<file path="src/rtl/accum_pkg.sv">
// Shared types and default widths for the accumulator stage.
package accum_pkg;
   typedef enum logic [1:0] {S_IDLE, S_WAIT, S_ACK, S_DRAIN} state_e;

   localparam int LANES_DEF      = 4;
   localparam int PSUM_W_DEF     = 24;
   localparam int ACC_GUARD      = 6;
   localparam int ACC_W_DEF      = PSUM_W_DEF + ACC_GUARD;
   localparam int BIAS_W_DEF     = 16;
   localparam int OUT_W_DEF      = 16;
   localparam int FRAC_SHIFT_DEF = 8;

   function automatic int lane_w(input int lanes);
      return (lanes > 1) ? $clog2(lanes) : 1;
   endfunction
endpackage

</file>
<file path="src/rtl/accum_if.sv">
// Bus between the top controller / PE array / output buffer and accum_controller.
interface accum_if import accum_pkg::*; #(
   parameter int LANES  = LANES_DEF,
   parameter int PSUM_W = PSUM_W_DEF,
   parameter int BIAS_W = BIAS_W_DEF,
   parameter int OUT_W  = OUT_W_DEF
) ();
   localparam int LW = lane_w(LANES);

   logic                      accum_activate;
   logic                      ker_change;
   logic                      en_bias_mem;
   logic [BIAS_W-1:0]         bias_data;
   logic                      psum_valid;
   logic [LANES*PSUM_W-1:0]   psum_data;
   logic                      go_next_stage;
   logic                      out_valid;
   logic                      out_ready;
   logic [OUT_W-1:0]          out_data;
   logic [LW-1:0]             out_lane;
   logic                      drain_busy;
   logic                      ovr_err;

   modport master (
      output accum_activate, ker_change, en_bias_mem, bias_data, psum_valid, psum_data, out_ready,
      input  go_next_stage, out_valid, out_data, out_lane, drain_busy, ovr_err
   );
   modport slave (
      input  accum_activate, ker_change, en_bias_mem, bias_data, psum_valid, psum_data, out_ready,
      output go_next_stage, out_valid, out_data, out_lane, drain_busy, ovr_err
   );
endinterface

</file>
<file path="src/rtl/out_quantizer.sv">
// Drain-side quantizer: arithmetic shift, saturate to OUT_W, optional ReLU.
// Define ACCUM_RELU_EN to clamp negative results to zero.
module out_quantizer #(
   parameter int ACC_W      = 30,
   parameter int OUT_W      = 16,
   parameter int FRAC_SHIFT = 8
) (
   input  logic signed [ACC_W-1:0] acc_i,
   output logic        [OUT_W-1:0] q_o
);
   localparam logic signed [ACC_W-1:0] SAT_MAX = {{(ACC_W-OUT_W+1){1'b0}}, {(OUT_W-1){1'b1}}};
   localparam logic signed [ACC_W-1:0] SAT_MIN = {{(ACC_W-OUT_W+1){1'b1}}, {(OUT_W-1){1'b0}}};

   logic signed [ACC_W-1:0] shifted;
   logic        [OUT_W-1:0] sat;

   always_comb begin
      shifted = acc_i >>> FRAC_SHIFT;
      if (shifted > SAT_MAX)      sat = SAT_MAX[OUT_W-1:0];
      else if (shifted < SAT_MIN) sat = SAT_MIN[OUT_W-1:0];
      else                        sat = shifted[OUT_W-1:0];
`ifdef ACCUM_RELU_EN
      q_o = sat[OUT_W-1] ? '0 : sat;
`else
      q_o = sat;
`endif
   end
endmodule

</file>
<file path="src/rtl/accum_controller.sv">
// Per-stage lane accumulation seeded with bias, then serial quantized drain.
// ReLU at drain is enabled by defining ACCUM_RELU_EN (see out_quantizer).
module accum_controller import accum_pkg::*; #(
   parameter int LANES      = LANES_DEF,
   parameter int PSUM_W     = PSUM_W_DEF,
   parameter int ACC_W      = ACC_W_DEF,
   parameter int BIAS_W     = BIAS_W_DEF,
   parameter int OUT_W      = OUT_W_DEF,
   parameter int FRAC_SHIFT = FRAC_SHIFT_DEF
) (
   input logic   clk,
   input logic   rst_n,
   accum_if.slave bus
);
   localparam int            LW        = lane_w(LANES);
   localparam logic [LW-1:0] LAST_LANE = LW'(LANES-1);

   state_e                       state_q, state_d;
   logic [LANES-1:0][ACC_W-1:0]  acc_q, acc_d;
   logic [BIAS_W-1:0]            bias_q, bias_d;
   logic [LW-1:0]                lane_q, lane_d;
   logic bias_rd_q, ker_prev_q;
   logic first_q, first_d, go_q, go_d, out_valid_q, out_valid_d;
   logic busy_q, busy_d, ovr_q, ovr_d;
   logic ker_edge;
   logic signed [ACC_W-1:0] base, psum_ext, lane_acc;
   logic [OUT_W-1:0]        q_data;

   always_comb begin
      state_d     = state_q;
      acc_d       = acc_q;
      bias_d      = bias_rd_q ? bus.bias_data : bias_q;
      lane_d      = lane_q;
      first_d     = first_q;
      go_d        = 1'b0;
      out_valid_d = out_valid_q;
      busy_d      = busy_q;
      ovr_d       = ovr_q;
      base        = '0;
      psum_ext    = '0;
      ker_edge    = bus.ker_change & ~ker_prev_q;
      case (state_q)
         S_IDLE:
            if (ker_edge) begin
               state_d     = S_DRAIN;
               lane_d      = '0;
               out_valid_d = 1'b1;
               busy_d      = 1'b1;
            end else if (bus.accum_activate) begin
               state_d = S_WAIT;
            end
         S_WAIT:
            if (bus.psum_valid) begin
               state_d = S_ACK;
               go_d    = 1'b1;
               first_d = 1'b0;
               for (int i = 0; i < LANES; i++) begin
                  base     = first_q ? ACC_W'(signed'(bias_q)) : signed'(acc_q[i]);
                  psum_ext = ACC_W'(signed'(bus.psum_data[i*PSUM_W +: PSUM_W]));
                  acc_d[i] = base + psum_ext;
               end
            end else if (!bus.accum_activate) begin
               state_d = S_IDLE;
            end
         S_ACK: state_d = S_IDLE;
         S_DRAIN: begin
            // A new kernel boundary mid-drain is flagged, never restarts the drain
            if (ker_edge) ovr_d = 1'b1;
            if (out_valid_q && bus.out_ready) begin
               if (lane_q == LAST_LANE) begin
                  state_d     = S_IDLE;
                  acc_d       = '0;
                  first_d     = 1'b1;
                  out_valid_d = 1'b0;
                  busy_d      = 1'b0;
                  lane_d      = '0;
               end else begin
                  lane_d = lane_q + 1'b1;
               end
            end
         end
         default: state_d = S_IDLE;
      endcase
   end

   always_ff @(posedge clk or negedge rst_n) begin
      if (!rst_n) begin
         state_q     <= S_IDLE;
         acc_q       <= '0;
         bias_q      <= '0;
         lane_q      <= '0;
         bias_rd_q   <= 1'b0;
         ker_prev_q  <= 1'b0;
         first_q     <= 1'b1;
         go_q        <= 1'b0;
         out_valid_q <= 1'b0;
         busy_q      <= 1'b0;
         ovr_q       <= 1'b0;
      end else begin
         state_q     <= state_d;
         acc_q       <= acc_d;
         bias_q      <= bias_d;
         lane_q      <= lane_d;
         bias_rd_q   <= bus.en_bias_mem;
         ker_prev_q  <= bus.ker_change;
         first_q     <= first_d;
         go_q        <= go_d;
         out_valid_q <= out_valid_d;
         busy_q      <= busy_d;
         ovr_q       <= ovr_d;
      end
   end

   assign lane_acc = acc_q[lane_q];

   out_quantizer #(.ACC_W(ACC_W), .OUT_W(OUT_W), .FRAC_SHIFT(FRAC_SHIFT)) u_quant (
      .acc_i (lane_acc),
      .q_o   (q_data)
   );

   assign bus.out_data      = q_data;
   assign bus.out_lane      = lane_q;
   assign bus.out_valid     = out_valid_q;
   assign bus.go_next_stage = go_q;
   assign bus.drain_busy    = busy_q;
   assign bus.ovr_err       = ovr_q;
endmodule

</file>
<file path="src/flat_wrapper.sv">
// flat-port wrapper written by rule: the top's interface ports become plain ports
module accum_controller_flat import accum_pkg::*;
#(
   parameter int LANES      = LANES_DEF,
   parameter int PSUM_W     = PSUM_W_DEF,
   parameter int ACC_W      = ACC_W_DEF,
   parameter int BIAS_W     = BIAS_W_DEF,
   parameter int OUT_W      = OUT_W_DEF,
   parameter int FRAC_SHIFT = FRAC_SHIFT_DEF
)
  (clk, rst_n, bus_accum_activate, bus_ker_change, bus_en_bias_mem, bus_bias_data, bus_psum_valid, bus_psum_data, bus_out_ready, bus_go_next_stage, bus_out_valid, bus_out_data, bus_out_lane, bus_drain_busy, bus_ovr_err);
  accum_if #(.LANES(LANES), .PSUM_W(PSUM_W), .BIAS_W(BIAS_W), .OUT_W(OUT_W)) bus_i ();
  input logic clk;
  input logic rst_n;
  input wire logic [$bits(bus_i.accum_activate)-1:0] bus_accum_activate;
  input wire logic [$bits(bus_i.ker_change)-1:0] bus_ker_change;
  input wire logic [$bits(bus_i.en_bias_mem)-1:0] bus_en_bias_mem;
  input wire logic [$bits(bus_i.bias_data)-1:0] bus_bias_data;
  input wire logic [$bits(bus_i.psum_valid)-1:0] bus_psum_valid;
  input wire logic [$bits(bus_i.psum_data)-1:0] bus_psum_data;
  input wire logic [$bits(bus_i.out_ready)-1:0] bus_out_ready;
  output wire logic [$bits(bus_i.go_next_stage)-1:0] bus_go_next_stage;
  output wire logic [$bits(bus_i.out_valid)-1:0] bus_out_valid;
  output wire logic [$bits(bus_i.out_data)-1:0] bus_out_data;
  output wire logic [$bits(bus_i.out_lane)-1:0] bus_out_lane;
  output wire logic [$bits(bus_i.drain_busy)-1:0] bus_drain_busy;
  output wire logic [$bits(bus_i.ovr_err)-1:0] bus_ovr_err;
  assign bus_i.accum_activate = bus_accum_activate;
  assign bus_i.ker_change = bus_ker_change;
  assign bus_i.en_bias_mem = bus_en_bias_mem;
  assign bus_i.bias_data = bus_bias_data;
  assign bus_i.psum_valid = bus_psum_valid;
  assign bus_i.psum_data = bus_psum_data;
  assign bus_i.out_ready = bus_out_ready;
  assign bus_go_next_stage = bus_i.go_next_stage;
  assign bus_out_valid = bus_i.out_valid;
  assign bus_out_data = bus_i.out_data;
  assign bus_out_lane = bus_i.out_lane;
  assign bus_drain_busy = bus_i.drain_busy;
  assign bus_ovr_err = bus_i.ovr_err;
  accum_controller #(.LANES(LANES), .PSUM_W(PSUM_W), .ACC_W(ACC_W), .BIAS_W(BIAS_W), .OUT_W(OUT_W), .FRAC_SHIFT(FRAC_SHIFT)) u_core (.clk(clk), .rst_n(rst_n), .bus(bus_i));
endmodule
</file>
<file path="config.mk">
export PLATFORM = sky130hd
export DESIGN_NAME = accum_controller_flat
export DESIGN_NICKNAME = d
export VERILOG_FILES = /design/src/rtl/accum_pkg.sv /design/src/rtl/accum_if.sv /design/src/rtl/out_quantizer.sv /design/src/rtl/accum_controller.sv /design/src/flat_wrapper.sv
export SDC_FILE = /design/constraint.sdc
export NUM_CORES = 1
export LEC_CHECK = 0
export CORE_ASPECT_RATIO = 0.75
export CORE_MARGIN = 3
export CORE_UTILIZATION = 55
export DETAILED_ROUTE_END_ITERATION = 10
export MAX_ROUTING_LAYER = met4
export PLACE_DENSITY = 0.88
export REMOVE_ABC_BUFFERS = 1
export SLEW_MARGIN = 20
export SYNTH_ARGS = -nofsm -noshare
export SYNTH_HDL_FRONTEND = slang
export SYNTH_HIERARCHICAL = 1
export SYNTH_SLANG_ARGS = --single-unit
</file>
<file path="constraint.sdc">
create_clock -name clk -period 8.1 [get_ports clk]
set_clock_uncertainty 0.05 [all_clocks]
set_input_delay 2.43 -clock clk [delete_from_list [all_inputs] [get_ports clk]]
set_output_delay 2.43 -clock clk [all_outputs]
set_load 0.01 [all_outputs]
</file>
Yosys cells after proc, flatten, opt, wreduce, memory -nomap -nowiden
Index checks and enable logic that the tools add are counted.
{"block": "totals", "wordCells": 75, "regBits": 146, "ram_bits": 0, "mem_count": 0, "mem_bits_ro": 0, "latch_bits": 0, "out_inout_bits": 22}
{"block": "op_classes", "bitwise_logic": 2, "shift": 0, "n_eq_ne": 10, "order_cmp": 3, "n_reduce_logical": 9, "addsub": 5, "n_mux": 33, "div": 0, "multipliers": 0}
{"operator": "$mux 120", "n": 3}
{"operator": "$pmux 120 s2", "n": 1}
{"operator": "$mux 30", "n": 5}
{"operator": "$add 30x24->30", "n": 4}
{"operator": "$bmux 30 s2", "n": 1}
{"operator": "$mux 16", "n": 2}
{"operator": "$gt 22x16->1 const B", "n": 1}
{"operator": "$lt 22x16->1 const B", "n": 1}
{"operator": "$mux 2", "n": 9}
{"operator": "$reduce_and 4->1", "n": 3}
{"operator": "$mux 1", "n": 8}
{"operator": "$pmux 2 s4", "n": 1}
{"operator": "$eq 2x2->1 const B", "n": 3}
{"operator": "$ne 2x1->1 const B", "n": 3}
{"operator": "$pmux 1 s2", "n": 2}
{"operator": "$pmux 2 s2", "n": 1}
{"operator": "$reduce_bool 2->1", "n": 2}
{"operator": "$lt 2x3->1 const B", "n": 1}
{"operator": "$ne 3x2->1 const B", "n": 1}
{"operator": "$ne 3x3->1 const B", "n": 1}
{"operator": "$reduce_and 3->1", "n": 1}
{"operator": "$add 2x1->2 const B", "n": 1}
{"operator": "$eq 2x1->1 const B", "n": 1}
{"operator": "$logic_not 2->1", "n": 1}
{"operator": "5 further kinds", "n": 5}

Depth between registers and ports, before layout
Gate-level depths: netlist of the first run.
{"block": "logic_depth", "word_depth": 5, "depth_mapped": 17}

By module
The synthesis of the first run kept the hierarchy.
{"mod": "accum_controller", "seq_area_each_um2": 3654.8, "n_inst": 1, "cells_each": 1613, "area_per_inst_um2": 13126.3}
{"mod": "out_quantizer", "seq_area_each_um2": 0.0, "n_inst": 1, "cells_each": 43, "area_per_inst_um2": 385.4}

Worst setup path before layout of the first run
OpenSTA, ideal clock, no wires.
{"block": "synth_path", "path_type": "reg2out", "start": "register u_core.lane_q[0], in the netlist u_core/bus.out_lane[0]", "end": "output bus_out_data[10]", "path_slack_ns": 2.854, "arrival_ns": 2.766, "required_time_ns": 5.620, "path_stages_with_launch": 9, "n_path_buf": 4, "cell_sequence": "dfrtp_1 -> clkbuf_1 -> buf_1 -> mux4_2 -> or4_4 -> buf_6 -> buf_12 -> nor4_2 -> o2bb2ai_1"}
{"block": "synth_via", "elab_chain_len": 5, "elab_cells_between_ends": 6, "classes_between": "order compare: 2; mux: 4"}
{"element": "start: declaration", "line": "accum_controller.sv:21", "source": "logic [LW-1:0] lane_q, lane_d;"}
{"element": "start signal: assignment", "line": "accum_controller.sv:103", "source": "lane_q <= lane_d;"}
{"element": "$bmux 30 s2 *", "line": "accum_controller.sv:114", "source": "assign lane_acc = acc_q[lane_q];"}
{"element": "$mux 30 (implied by the code) *", "line": "accum_controller.sv:114"}
{"element": "named net u_core.lane_acc[28]", "line": "accum_controller.sv:26", "source": "logic signed [ACC_W-1:0] base, psum_ext, lane_acc;"}
{"element": "$lt 22x16->1", "line": "out_quantizer.sv:20", "source": "else if (shifted < SAT_MIN) sat = SAT_MIN[OUT_W-1:0];"}
{"element": "$mux 16", "line": "out_quantizer.sv:20"}
{"element": "$mux 16 *", "line": "out_quantizer.sv:19", "source": "if (shifted > SAT_MAX) sat = SAT_MAX[OUT_W-1:0];"}
{"element": "end: declaration", "line": "flat_wrapper.sv:24", "source": "output wire logic [$bits(bus_i.out_data)-1:0] bus_out_data;"}
Mark *: on every way through the listed nets, which the timed path passes. The rest lies on a longest branch. The select of a mux whose other input is x is not followed.

Worst setup path after layout of the first run
{"block": "layout_path", "start": "register u_core.lane_q[0], in the netlist u_core/bus.out_lane[0]", "end": "output bus_out_data[2]"}
Same word-level chain as after synthesis.

==> summary.md, run 1 <==
| Metric | Value |
|---|---|
| Status | finished, final reports clean |
| Drt total wl | 41760 um |
| Hold_ws | 432.1 ps |
| First-pass GRT wire length | 65680 um |
| Worst Hold Depth | 2 |
| Max-slew headroom | 33.53% |
| CTS Buf Count | 17 |
| Largest net degree at the start of global routing | 102 |
| TritonCTS clock tree | done |
| All-Layer GR Usage | 32.55% |
| Critical Path Start | u_core/bus.out_lane[0] |
| Leak Pwr | 0.007184 uW |
| DR WL/cell | 20.50 um |
| H-tree levels | 4 |
| Pre-Repair DR Iteration Count | 8 |
| IO Count | 141 |
| CP Launch Type | flop |
| CP Cell Sequence | mux4_2 -> or4_4 -> nor4_1 -> o2bb2ai_1 -> clkdlybuf4s50_1 |
| Clk slew on worst S/H paths | 70 ps |
| Drt initial violations | 1424 |
| Fin crit share | 73.24% |
| Slew Viols, Final | 0 |
| HPWL after detailed placement | 30400 um |
| Die outline height | 140.8 um |
| Antenna violations before repair | 0 |
| CP max FO | 15 |
| # DRC | 0 |
| NumNets Final | 1965 |
| Buffers plus inverters on the worst setup path | 1 |
| Post_cts resized | 0 |
| Mapped Area | 13330 um2 |
| Worst r2r src | u_core/first_q |
| Hold crit path type | flop to flop |
| Reg-to-reg endpoint | u_core/acc_q[59] |
| Layout area overhead | 15.71% |
| Power per cell area | 422.7 nW/um2 |
| Core Area | 23420 um2 |
| Setup bufs post-CTS | 0 |
| Worst Path Required | 5620 ps |
| WHS Endpoint | u_core/acc_q[31] |
| Routed vias | 13.15k |
| Crit path max-delay family | simple AND/OR/NAND/NOR gates |
| Crit path kind | flop to output port |
| Crit path DAT | 3450 ps |
| Critical Path Slowest Stage Cell | dfrtp_1 |
| # Max-Cap Violations | 0 |
| Initial Util | 56.92% |
| Final hold vios | 0 |
| Element type at the critical path end | output port |
| Cts hold-fix bufs | 0 |
| Post-Synthesis Cells | 1648 |
| Hold_sp | u_core/acc_q[31] |
| Clk buf depth | 2 |
| Reg2Reg Depth | 13 |
| Vias per cell | 6.455 |
| Root buffer cell | clkbuf_16 |
| Setup-failing EPs final | 0 |
| Synth Area per Inst | 8.090 um2 |
| Achievable frequency | 0.1686 GHz |
| Die Footprint | 26160 um2 |
| R2R Setup Slk | 3340 ps |
| Final Util | 65.86% |
| Setup TNS | 0 ps |
| PortBufs | 140 |
| CTS Sinks | 146 |
| Peak supply drop | 0.2100 mV |
| Vias in the first global route | 12.40k |
| Worst slew pin tran | 997.0 ps |
| Skew-Pair Late Insertion Delay | 430 ps |
| DRT antenna net count | 0 |
| Die W | 185.8 um |
| CP max stage delay | 740 ps |
| Fin crit period | 5932 ps |
| Site row count | 48 |
| Unrepaired setup endpoints after global routing | no |
| Synth warn | 6 |
| Grt ovf | 0 |
| Placer Congestion | 0.9697 |
| Share of post-route cells with drive strength above 1 | 5.987% |
| Ant diodes | 0 |
[sequential cells by signal, summed over array words and instances, names as in the netlist]
name / flops
u_core/acc_q: 120
u_core/bias_q: 16
u_core/bias_rd_q: 1
u_core/bus.drain_busy: 1
u_core/bus.go_next_stage: 1
u_core/bus.out_lane: 2
u_core/bus.ovr_err: 1
u_core/first_q: 1
u_core/ker_prev_q: 1
u_core/state_q: 2
[worst max-delay path by stage]
stage	endpoint	slack [ps]	cells after the start
5_1_grt	bus_out_data[3]	2020	5
6_report	bus_out_data[2]	2170	5
2_1_floorplan	u_core/acc_q[59]	2520	6
3_3_place_gp	u_core/acc_q[26]	2490	12
4_1_cts	bus_out_data[14]	1950	5
3_5_place_dp	bus_out_data[14]	2420	5
[per-layer routing]
metal,wire length [um],vias to the layer above,track usage [%]
met5,0,-,-
met1,18100,6207,45.51
met2,18050,779,47.92
li1,-,6060,-
met4,1025,0,8.617
met3,4584,103,7.428
[power breakdown]
group | internal [uW] | leakage, uW | total [uW] | switching [uW]
Sequential | 1040 | 0.00180 | 1380 | 339
Clock | 528 | 0.000301 | 859 | 332
Combinational | 1800 | 0.00508 | 4280 | 2480
Total | 3370 | 0.00718 | 6520 | 3150
[metrics by stage]
stage	area, um2	total power [uW]	setup WS (ps)	std cells
finish	15430	6521	2168	2037
global route	15430	6982	2019	2037
CTS	15420	6399	1950	2037
detailed placement	14810	5481	2421	2006
global placement	14810	5347	2491	2006
floorplan	12960	4311	2523	1558
[placed cells by master, fill, tap and decap left out, drive strengths merged, types with 55 or more instances in the layout]
master	n
o21ai	265
nand2	204
inv	157
dfrtp	145
clkdlybuf4s50	139
ha	117
a21oi	100
a21o	75
xnor2	57
nor2	55
[area by class of cell]
class,count,area (um2)
fillers,1888,7996
clock buffers,20,456.7
clock inverters,11,160.2
multi-input cells,1255,8723
flip-flops and latches,146,3659
repair buffers,148,1463
well taps,300,375.4
inverters,157,589.3
[worst reg2reg max path, delay by kind of cell, from the launching register on]
family	cells	cell delay [ps]
adders and majority gates	1	340
DFF	1	1050
buffers and inverters	1	470
AOI/OAI and AO/OA	9	2310
and+or+nand+nor	2	440
Note: power is estimated with default switching activity, not from simulation.
==> run 2: changes to the inputs <==
==> constraint.sdc (replaced) <==
create_clock -name clk -period 5.75 [get_ports clk]
set_clock_uncertainty 0.05 [all_clocks]
set_input_delay 1.725 -clock clk [delete_from_list [all_inputs] [get_ports clk]]
set_output_delay 1.725 -clock clk [all_outputs]
set_load 0.01 [all_outputs]
==> run 2 against run 1 <==
  * Clock power grew 32%
  * Via count decreased by 0.89%
  * Clock-buffer cell count is 3 higher
  * Combinational power grew 40%
  * First-iteration DRC count up 7.7%
  * Wire length fell by 1.4%
  * Sequential share of layout area about the same
  * Core utilization is 0.064 points higher
  * Largest power group unchanged
==> summary.md, run 2 (synthesis gave the netlist of run 1 again) <==
| Metric | Value |
|---|---|
| Status | finished, final reports clean |
| Site row count | 48 |
| Die Footprint | 26160 um2 |
| Clk slew on worst S/H paths | 60 ps |
| Cts hold-fix bufs | 0 |
| DR WL/cell | 20.16 um |
| Root buffer cell | clkbuf_16 |
| H-tree levels | 4 |
| Initial Util | 56.92% |
| NumNets Final | 1970 |
| Vias in the first global route | 12.23k |
| Setup-failing EPs final | 0 |
| # DRC | 0 |
| Critical Path Start | u_core/bus.out_lane[0] |
| Leak Pwr | 0.007195 uW |
| Post_cts resized | 0 |
| CTS Sinks | 146 |
| Setup TNS | 0 ps |
| Critical Path Sink | bus_out_data[4] |
| Skew-Pair Late Insertion Delay | 430 ps |
| Reg2Reg Depth | 12 |
| Number of flip-flops in the largest register | 120 |
| Commonest non-fill, non-tap cell in the layout | nand2_1 |
| Final worst slack | 634.0 ps |
| Share of post-route cells with drive strength above 1 | 6.254% |
| DRT antenna net count | 0 |
| Placer Congestion | 1.003 |
| Unrepaired setup endpoints after global routing | no |
| Commonest non-fill, non-tap cells in the layout | nand2_1 (203), o21ai_0 (200), inv_1 (156) |
| Largest net degree at the start of global routing | 75 |
| Peak supply drop | 0.2905 mV |
| R2R Setup Slk | 1310 ps |
| IO Count | 141 |
| Final hold vios | 0 |
| Worst r2r src | u_core/first_q |
| Slew Viols, Final | 0 |
| Element type at the critical path end | output port |
| Core Area | 23420 um2 |
| Grt ovf | 0 |
| Die W | 185.8 um |
| Antenna violations before repair | 1 |
| Top reg by flops | u_core/acc_q |
| Hold crit path type | flop to flop |
| Reg-to-reg endpoint | u_core/acc_q[59] |
| CTS Buf Count | 17 |
| Achievable frequency | 0.1955 GHz |
| Fin crit period | 5116 ps |
| TritonCTS clock tree | done |
| All-Layer GR Usage | 32.32% |
| Die outline height | 140.8 um |
| First-pass GRT wire length | 65120 um |
| Routed vias | 13.03k |
| Worst slew pin tran | 884.8 ps |
| Drt initial violations | 1534 |
| Worst Path Required | 3970 ps |
| Crit path DAT | 3340 ps |
| CP max FO | 15 |
| Clk buf depth | 2 |
| HPWL after detailed placement | 31050 um |
| PortBufs | 140 |
| Pre-Repair DR Iteration Count | 5 |
| Vias per cell | 6.376 |
| Crit path kind | flop to output port |
| Place WS | 755.6 ps |
| # Max-Cap Violations | 0 |
| Setup bufs post-CTS | 0 |
| Biggest regs | u_core/acc_q: 120 flops, u_core/bias_q: 16 flops |
| Fin crit share | 88.97% |
| Drt total wl | 41200 um |
| Power per cell area | 588.4 nW/um2 |
| Max-slew headroom | 40.74% |
| Layout area overhead | 15.82% |
| CP Launch Type | flop |
-- run 2: routing by layer --
metal  vias up  GRT usage [%]  routed length (um)
met5         -              -                   0
met4         0          7.246                 844
met3        71          4.540                4376
met2       731          47.79               17870
met1      6171          47.40               18110
li1       6059              -                   -
-- run 2: worst min-delay path by stage --
stage / slack (ps) / depth (start not counted) / start / endpoint
2_1_floorplan: 390 / 2 / u_core/acc_q[92] / u_core/acc_q[92]
3_3_place_gp: 410 / 2 / u_core/acc_q[92] / u_core/acc_q[92]
3_5_place_dp: 420 / 2 / u_core/acc_q[91] / u_core/acc_q[91]
4_1_cts: 430 / 2 / u_core/acc_q[91] / u_core/acc_q[91]
5_1_grt: 450 / 2 / u_core/acc_q[32] / u_core/acc_q[32]
6_report: 430 / 2 / u_core/acc_q[95] / u_core/acc_q[95]
-- run 2: final cells by class --
| cell class | instances | area [um2] |
|---|---|---|
| Multi-Input combinational cell | 1255 | 8723 |
| Tap cell | 300 | 375.4 |
| Sequential cell | 146 | 3659 |
| Timing Repair Buffer | 153 | 1500 |
| Clock inverter | 9 | 103.9 |
| Antenna cell | 1 | 2.502 |
| Fill cell | 1902 | 7981 |
| Inverter | 157 | 589.3 |
| Clock buffer | 23 | 488.0 |
-- run 2: power breakdown --
part | total [uW] | switching, uW | internal [uW]
Sequential | 1940 | 474 | 1470
Combinational | 6010 | 3470 | 2550
Clock | 1130 | 449 | 683
-- run 2: worst max-delay path, cell delays in order (launching register included) --
cell             delay (ps)
dfrtp_1                 650
mux4_2                  590
or4_4                   700
nor4_1                  320
o2bb2ai_1               140
clkdlybuf4s50_1         510
-- run 2: per-stage QoR --
step                      instance area [um2]  cells  hold WS [ps]  total power [uW]  utilization, %
final                                   15440   2044         430.0              9086           65.92
after global routing                    15440   2044         445.1              9765           65.92
after CTS                               15440   2043         430.8              8950           65.90
after detailed placement                14840   2011         417.1              7766           63.38
after global placement                  14840   2011         409.1              7574           63.38
after floorplan                         12960   1558         393.2              6073               -
